## src/rtl/button_pkg.sv

```systemverilog
// Shared definitions for the push-button conditioning logic.
// Holds the FSM state encoding, the production-sized timing defaults and a
// small timing set that keeps simulations short.
package button_pkg;

  // State encoding, also used by other blocks that decode button state.
  localparam logic [1:0] IDLE         = 2'd0;
  localparam logic [1:0] PRESS_WAIT   = 2'd1;
  localparam logic [1:0] HELD         = 2'd2;
  localparam logic [1:0] RELEASE_WAIT = 2'd3;

  typedef enum logic [1:0] {
    StIdle        = IDLE,
    StPressWait   = PRESS_WAIT,
    StHeld        = HELD,
    StReleaseWait = RELEASE_WAIT
  } state_e;

  // Production timing: 5 ms debounce and 0.5 s long press at 50 MHz.
  localparam int unsigned DefDebounceCycles = 250000;
  localparam int unsigned DefLongCycles     = 25000000;

  // Simulation-sized timing.
  localparam int unsigned SimDebounceCycles = 4;
  localparam int unsigned SimLongCycles     = 20;

endpackage

```

## src/rtl/sync_2ff.sv

```systemverilog
// Two-flop synchronizer for one asynchronous input bit, with asynchronous
// active-low clear. Used for the button pin and other slow board inputs.
//   clk_i  : destination clock
//   rst_ni : asynchronous active-low clear of both flops
//   d_i    : asynchronous input
//   q_o    : synchronized output, two clk_i edges of latency
module sync_2ff (
  input  logic clk_i,
  input  logic rst_ni,
  input  logic d_i,
  output logic q_o
);

  logic sync1_q;
  logic sync2_q;

  always_ff @(posedge clk_i or negedge rst_ni) begin
    if (!rst_ni) begin
      sync1_q <= 1'b0;
      sync2_q <= 1'b0;
    end else begin
      sync1_q <= d_i;
      sync2_q <= sync1_q;
    end
  end

  assign q_o = sync2_q;

endmodule

```

## src/rtl/button_press_gen.sv

```systemverilog
// Push-button conditioner: synchronizes a raw bouncy button, debounces both
// edges and emits single-cycle press / release / long-press pulses plus the
// debounced level. All outputs are registered.
//   clk            : system clock, rising edge
//   rst            : asynchronous active-low reset
//   button_in      : raw button pin, asynchronous, active-high
//   button_press   : one-cycle pulse per accepted press
//   button_release : one-cycle pulse per accepted release
//   long_press     : one-cycle pulse once per press held LONG_CYCLES
//   button_level   : debounced level (high in HELD and RELEASE_WAIT)
module button_press_gen
  import button_pkg::*;
#(
  parameter int unsigned DEBOUNCE_CYCLES = DefDebounceCycles,
  parameter int unsigned LONG_CYCLES     = DefLongCycles
) (
  input  logic clk,
  input  logic rst,
  input  logic button_in,
  output logic button_press,
  output logic button_release,
  output logic long_press,
  output logic button_level
);

  localparam int unsigned DebW = $clog2(DEBOUNCE_CYCLES);
  localparam int unsigned HoldW = $clog2(LONG_CYCLES);
  localparam logic [DebW-1:0] DebMax = DebW'(DEBOUNCE_CYCLES - 1);
  localparam logic [HoldW-1:0] HoldMax = HoldW'(LONG_CYCLES - 1);

  logic sync2;

  sync_2ff u_sync (
    .clk_i  (clk),
    .rst_ni (rst),
    .d_i    (button_in),
    .q_o    (sync2)
  );

  state_e           state_q, state_d;
  logic [DebW-1:0]  deb_cnt_q, deb_cnt_d;
  logic [HoldW-1:0] hold_cnt_q, hold_cnt_d;
  logic             long_done_q, long_done_d;
  logic             press_q, press_d;
  logic             release_q, release_d;
  logic             long_q, long_d;
  logic             level_q, level_d;

  always_comb begin
    state_d     = state_q;
    deb_cnt_d   = deb_cnt_q;
    hold_cnt_d  = hold_cnt_q;
    long_done_d = long_done_q;
    press_d     = 1'b0;
    release_d   = 1'b0;
    long_d      = 1'b0;

    unique case (state_q)
      StIdle: begin
        if (sync2) begin
          state_d   = StPressWait;
          deb_cnt_d = '0;
        end
      end
      StPressWait: begin
        if (!sync2) begin
          state_d = StIdle;
        end else if (deb_cnt_q == DebMax) begin
          state_d     = StHeld;
          press_d     = 1'b1;
          hold_cnt_d  = '0;
          long_done_d = 1'b0;
        end else begin
          deb_cnt_d = deb_cnt_q + DebW'(1);
        end
      end
      StHeld: begin
        if (!sync2) begin
          state_d   = StReleaseWait;
          deb_cnt_d = '0;
        end else begin
          if (hold_cnt_q != HoldMax) begin
            hold_cnt_d = hold_cnt_q + HoldW'(1);
          end
          // Fire on the edge the count reaches its end so long_press lands
          // LONG_CYCLES-1 edges after button_press.
          if ((hold_cnt_d == HoldMax) && !long_done_q) begin
            long_d      = 1'b1;
            long_done_d = 1'b1;
          end
        end
      end
      StReleaseWait: begin
        // hold_cnt is left untouched here; a bounce back to HELD resumes it.
        if (sync2) begin
          state_d = StHeld;
        end else if (deb_cnt_q == DebMax) begin
          state_d   = StIdle;
          release_d = 1'b1;
        end else begin
          deb_cnt_d = deb_cnt_q + DebW'(1);
        end
      end
      default: state_d = StIdle;
    endcase

    level_d = (state_d == StHeld) || (state_d == StReleaseWait);
  end

  always_ff @(posedge clk or negedge rst) begin
    if (!rst) begin
      state_q     <= StIdle;
      deb_cnt_q   <= '0;
      hold_cnt_q  <= '0;
      long_done_q <= 1'b0;
      press_q     <= 1'b0;
      release_q   <= 1'b0;
      long_q      <= 1'b0;
      level_q     <= 1'b0;
    end else begin
      state_q     <= state_d;
      deb_cnt_q   <= deb_cnt_d;
      hold_cnt_q  <= hold_cnt_d;
      long_done_q <= long_done_d;
      press_q     <= press_d;
      release_q   <= release_d;
      long_q      <= long_d;
      level_q     <= level_d;
    end
  end

  assign button_press   = press_q;
  assign button_release = release_q;
  assign long_press     = long_q;
  assign button_level   = level_q;

endmodule

```

## config.mk

```make
export PLATFORM = sky130hd
export DESIGN_NAME = button_press_gen
export DESIGN_NICKNAME = d
export VERILOG_FILES = /design/src/rtl/button_pkg.sv /design/src/rtl/sync_2ff.sv /design/src/rtl/button_press_gen.sv
export SDC_FILE = /design/constraint.sdc
export NUM_CORES = 1
export LEC_CHECK = 0
export CAP_MARGIN = 20
export CORE_ASPECT_RATIO = 0.75
export CORE_MARGIN = 4
export CORE_UTILIZATION = 50
export CTS_CLUSTER_DIAMETER = 200
export CTS_CLUSTER_SIZE = 24
export DETAILED_ROUTE_END_ITERATION = 12
export GPL_TIMING_DRIVEN = 0
export PLACE_DENSITY_LB_ADDON = 0.15
export SKIP_LAST_GASP = 1
export SYNTH_ARGS = -nofsm -noshare
export SYNTH_HDL_FRONTEND = slang
export SYNTH_HIERARCHICAL = 1
export SYNTH_SLANG_ARGS = --single-unit
```

## constraint.sdc

```tcl
create_clock -name clk -period 2.32 [get_ports clk]
set_input_delay 0.348 -clock clk [delete_from_list [all_inputs] [get_ports clk]]
set_output_delay 0.348 -clock clk [all_outputs]
set_load 0.005 [all_outputs]
```

==> impl_metrics.py <==
metrics = {
    "outcome": {
        "status": "finished, violations left",
        "violations": "setup timing",
    },
    "clock_tree": {
        "cts_buffers": 5,
        "cts.hold.buffers_added": 0,
        "cts_tree": "yes",
        "htree_levels": 2,
        "cts_root_buf": "clkbuf_8",
        "insertion_delay_ps": 330,
        "clockBufferDepth": 2,
        "cts.sinks": 52,
        "clk_pin_slew_ps": 110,
    },
    "worst_setup_path": {
        "cp_slowest_cell": "or3_4",
        "worstPathCellList": "buf_6 -> or3_4 -> nor4_4 -> and3_4 -> mux2i_4 -> or3b_4 -> nor4b_4",
        "start_kind": "register",
        "cpPeakStageDelay_ps": 410,
        "arrival_ps": 2750,
        "r2r_cells": 7,
        "worst-setup-path-type": "reg -> reg",
        "ff2ff_setup_slack_ps": -210,
        "crit_path_end_kind": "register",
        "cp.required_ps": 2540,
        "critPathMaxFanout": 6,
        "reg2reg_from": "hold_cnt_q[8]$_DFFE_PN0P_",
        "r2r-end": "long_press$_DFF_PN0_",
    },
    "final_layout": {
        "antenna_cells": 0,
        "nets": 390,
        "area_growth_syn_to_layout_pct": 14.9,
        "drive_gt1_frac": 0.207,
        "final_core_util": 0.591,
    },
    "min_path": {
        "worst_hold_path_type": "in -> async",
    },
    "timing": {
        "worst_pin_slew_ps": 657,
        "setup_slack_ps": -209,
        "hold_violations": 0,
        "min_period_over_period": 1.09,
        "fin_hold_ws_ps": 5.32,
        "finalSetupViolCount": 1,
        "rsz0062_at_grt": "yes",
        "period_minus_slack_ps": 2530,
        "fmax_ghz": 0.395,
        "slew_headroom": 0.562,
        "slew_violations": 0,
        "clock_skew_ps": 16.2,
    },
    "pwr": {
        "p_sw_mw": 0.395,
        "power_frac_clock": 0.365,
        "powerDensity_nw_per_um2": 418,
        "internal_power_mw": 1.16,
        "finalPower_mw": 1.55,
        "swShare": 0.255,
        "ir_worst_vdd_v": 0.000263,
        "cellLeakagePower_nw": 1.55,
        "combinationalPowerShare": 0.040,
        "pwr-share-seq": 0.595,
    },
    "global_routing": {
        "grt_pass1_vias": 2565,
        "grt_remaining_overflow": 0,
        "grt_max_degree": 29,
        "track_usage": 0.221,
        "grt_pass1_wl_um": 13500,
        "antenna_found_initial": 0,
    },
    "yosys": {
        "synth_seq_cells": 52,
        "synth_flop_cell": "dfrtp_1",
        "seq_area_frac_synth": 0.402,
        "avgSynthCellArea_um2": 9.03,
        "synth_cells": 358,
        "synth_nets": 363,
        "synth_edf_count": 0,
        "ys_types": 68,
        "syn_area_um2": 3230,
        "yosys_warnings": 6,
        "synthArstFlopShare": 1.00,
    },
    "floorplan": {
        "rows": 25,
        "dieArea_um2": 7830,
        "num_io_pins": 7,
        "start_util": 0.514,
        "dieWidth_um": 101,
        "core-area_um2": 6290,
        "chipHeight_um": 77.7,
    },
    "detailed_routing": {
        "wirelength_um": 8150,
        "drtIter0Drc": 286,
        "via_per_inst": 6.19,
        "post-route-drc-count": 0,
        "final_antenna_net_count": 0,
        "num_vias": 2892,
        "wl_per_cell_um": 17.4,
        "drt_first_pass_iters": 5,
    },
    "placed_design": {
        "dpl_worst_slack_ps": -425,
        "place.gp.congestion": 0.933,
        "port_buffers": 6,
        "dp_hpwl_um": 5660,
    },
    "flow_run": {
        "max-cap-violations": 0,
    },
}
stage by stage:
step | TNS [ps] | area, µm² | std cells
detailed placement | -2480 | 3410 | 446
finish | -209 | 3710 | 467
CTS | -279 | 3570 | 458
floorplan | -7.33 | 3230 | 358
global placement | -37080 | 3400 | 445
global route | -334 | 3710 | 467
sequential cells by signal, indices dropped and copies added (netlist names):
register        count
button_level        1
button_press        1
button_release      1
deb_cnt_q          18
hold_cnt_q         25
long_done_q         1
long_press          1
state_q             2
u_sync/q_o          1
u_sync/sync1_q      1
cell families (layout without fill, tap and decap cells):
logic type                 after synthesis  in the layout  share of synthesized area
and+or+nand+nor                        168            168                      0.322
AOI/OAI and AO/OA                       88             88                      0.166
muxes                                    6              6                     0.0197
buffers and inverters                   27             55                     0.0414
xor gates and xnor gates                15             15                     0.0406
adders and majority gates                2              2                    0.00774
DFF                                     52             52                      0.402
cell usage after synthesis, types with 7 or more instances:
| cell type | count | area (µm²) |
|---|---|---|
| a21oi_1 | 17 | 85.1 |
| a31oi_1 | 8 | 50.1 |
| and3_1 | 9 | 56.3 |
| buf_2 | 7 | 35.0 |
| clkbuf_1 | 10 | 37.5 |
| dfrtp_1 | 52 | 1300 |
| nand2_1 | 35 | 131 |
| nand3_1 | 20 | 100 |
| nand4_1 | 16 | 100 |
| nor2_1 | 26 | 97.6 |
| nor3_1 | 11 | 55.1 |
| o21ai_0 | 30 | 150 |
| xor2_1 | 9 | 78.8 |
worst max-delay path, delay by kind of cell, from the launching register on:
kind	cells	cell delay, ps
muxes	1	230
DFF	1	390
and+or+nand+nor	5	1670
buffers and inverters	1	130
worst max-delay path by stage:
| stage | startpoint | to | slack, ps | depth (start not counted) |
|---|---|---|---|---|
| floorplan | hold_cnt_q[10]$_DFFE_PN0P_ | long_press$_DFF_PN0_ | -7 | 7 |
| global placement | rst | deb_cnt_q[0]$_DFFE_PN0P_ | -680 | 1 |
| detailed placement | hold_cnt_q[0]$_DFFE_PN0P_ | long_press$_DFF_PN0_ | -430 | 7 |
| CTS | hold_cnt_q[23]$_DFFE_PN0P_ | long_press$_DFF_PN0_ | -280 | 6 |
| global route | hold_cnt_q[8]$_DFFE_PN0P_ | long_press$_DFF_PN0_ | -330 | 7 |
| finish | hold_cnt_q[8]$_DFFE_PN0P_ | long_press$_DFF_PN0_ | -210 | 7 |
layout make-up:
class	count	area [µm²]
tap	81	101
timing repair buffer	22	188
clock buffer	5	68.8
clock inverter	3	26.3
buffer	18	93.8
sequential	52	1310
fill	544	2570
inverter	7	31.3
multi-input combinational	279	1900
power by group through the flow:
stage / combinational, mW / sequential, mW / clock (mW)
after floorplan: 0.0254 / 0.940 / 0
after global placement: 0.0525 / 0.942 / 0
after detailed placement: 0.0564 / 0.942 / 0
after CTS: 0.0569 / 0.924 / 0.578
after global routing: 0.0716 / 0.927 / 0.615
final: 0.0615 / 0.925 / 0.567
metal layers:
metal  GRT usage  share of wire  vias up
li1            -              -     1393
met1       0.364           0.51     1376
met2       0.274           0.39      113
met3      0.0557          0.091       10
met4      0.0633          0.012        0
met5           0              0        -
repair_timing:
| item | 4_1_cts | 5_1_grt |
|---|---|---|
| pin swaps | 4 | 6 |
| gates resized for setup | 10 | 20 |
| setup buffers | 6 | 9 |
| setup endpoints to repair | 14 | 18 |
placed cells by master (no fill, tap or decap), types with 3 or more instances in the layout:
cell / n
nand2_1: 35
clkdlybuf4s50_1: 5
buf_2: 8
o21ai_0: 30
o22ai_1: 4
clkinv_4: 3
mux2_2: 3
nand3_1: 20
nand4_1: 16
nand3b_1: 4
or3_1: 4
xor2_1: 9
a31oi_1: 8
nand2b_1: 3
o21ai_1: 5
nor3_1: 9
nor2_1: 25
dfrtp_1: 45
and4_1: 3
inv_1: 6
dfrtp_2: 7
clkbuf_8: 5
a21oi_1: 16
xnor2_1: 6
nor4_4: 3
o31ai_1: 6
clkbuf_1: 7
and3_1: 9
and2_1: 4
buf_4: 15
No activity file was read; power rests on OpenSTA's default activity.
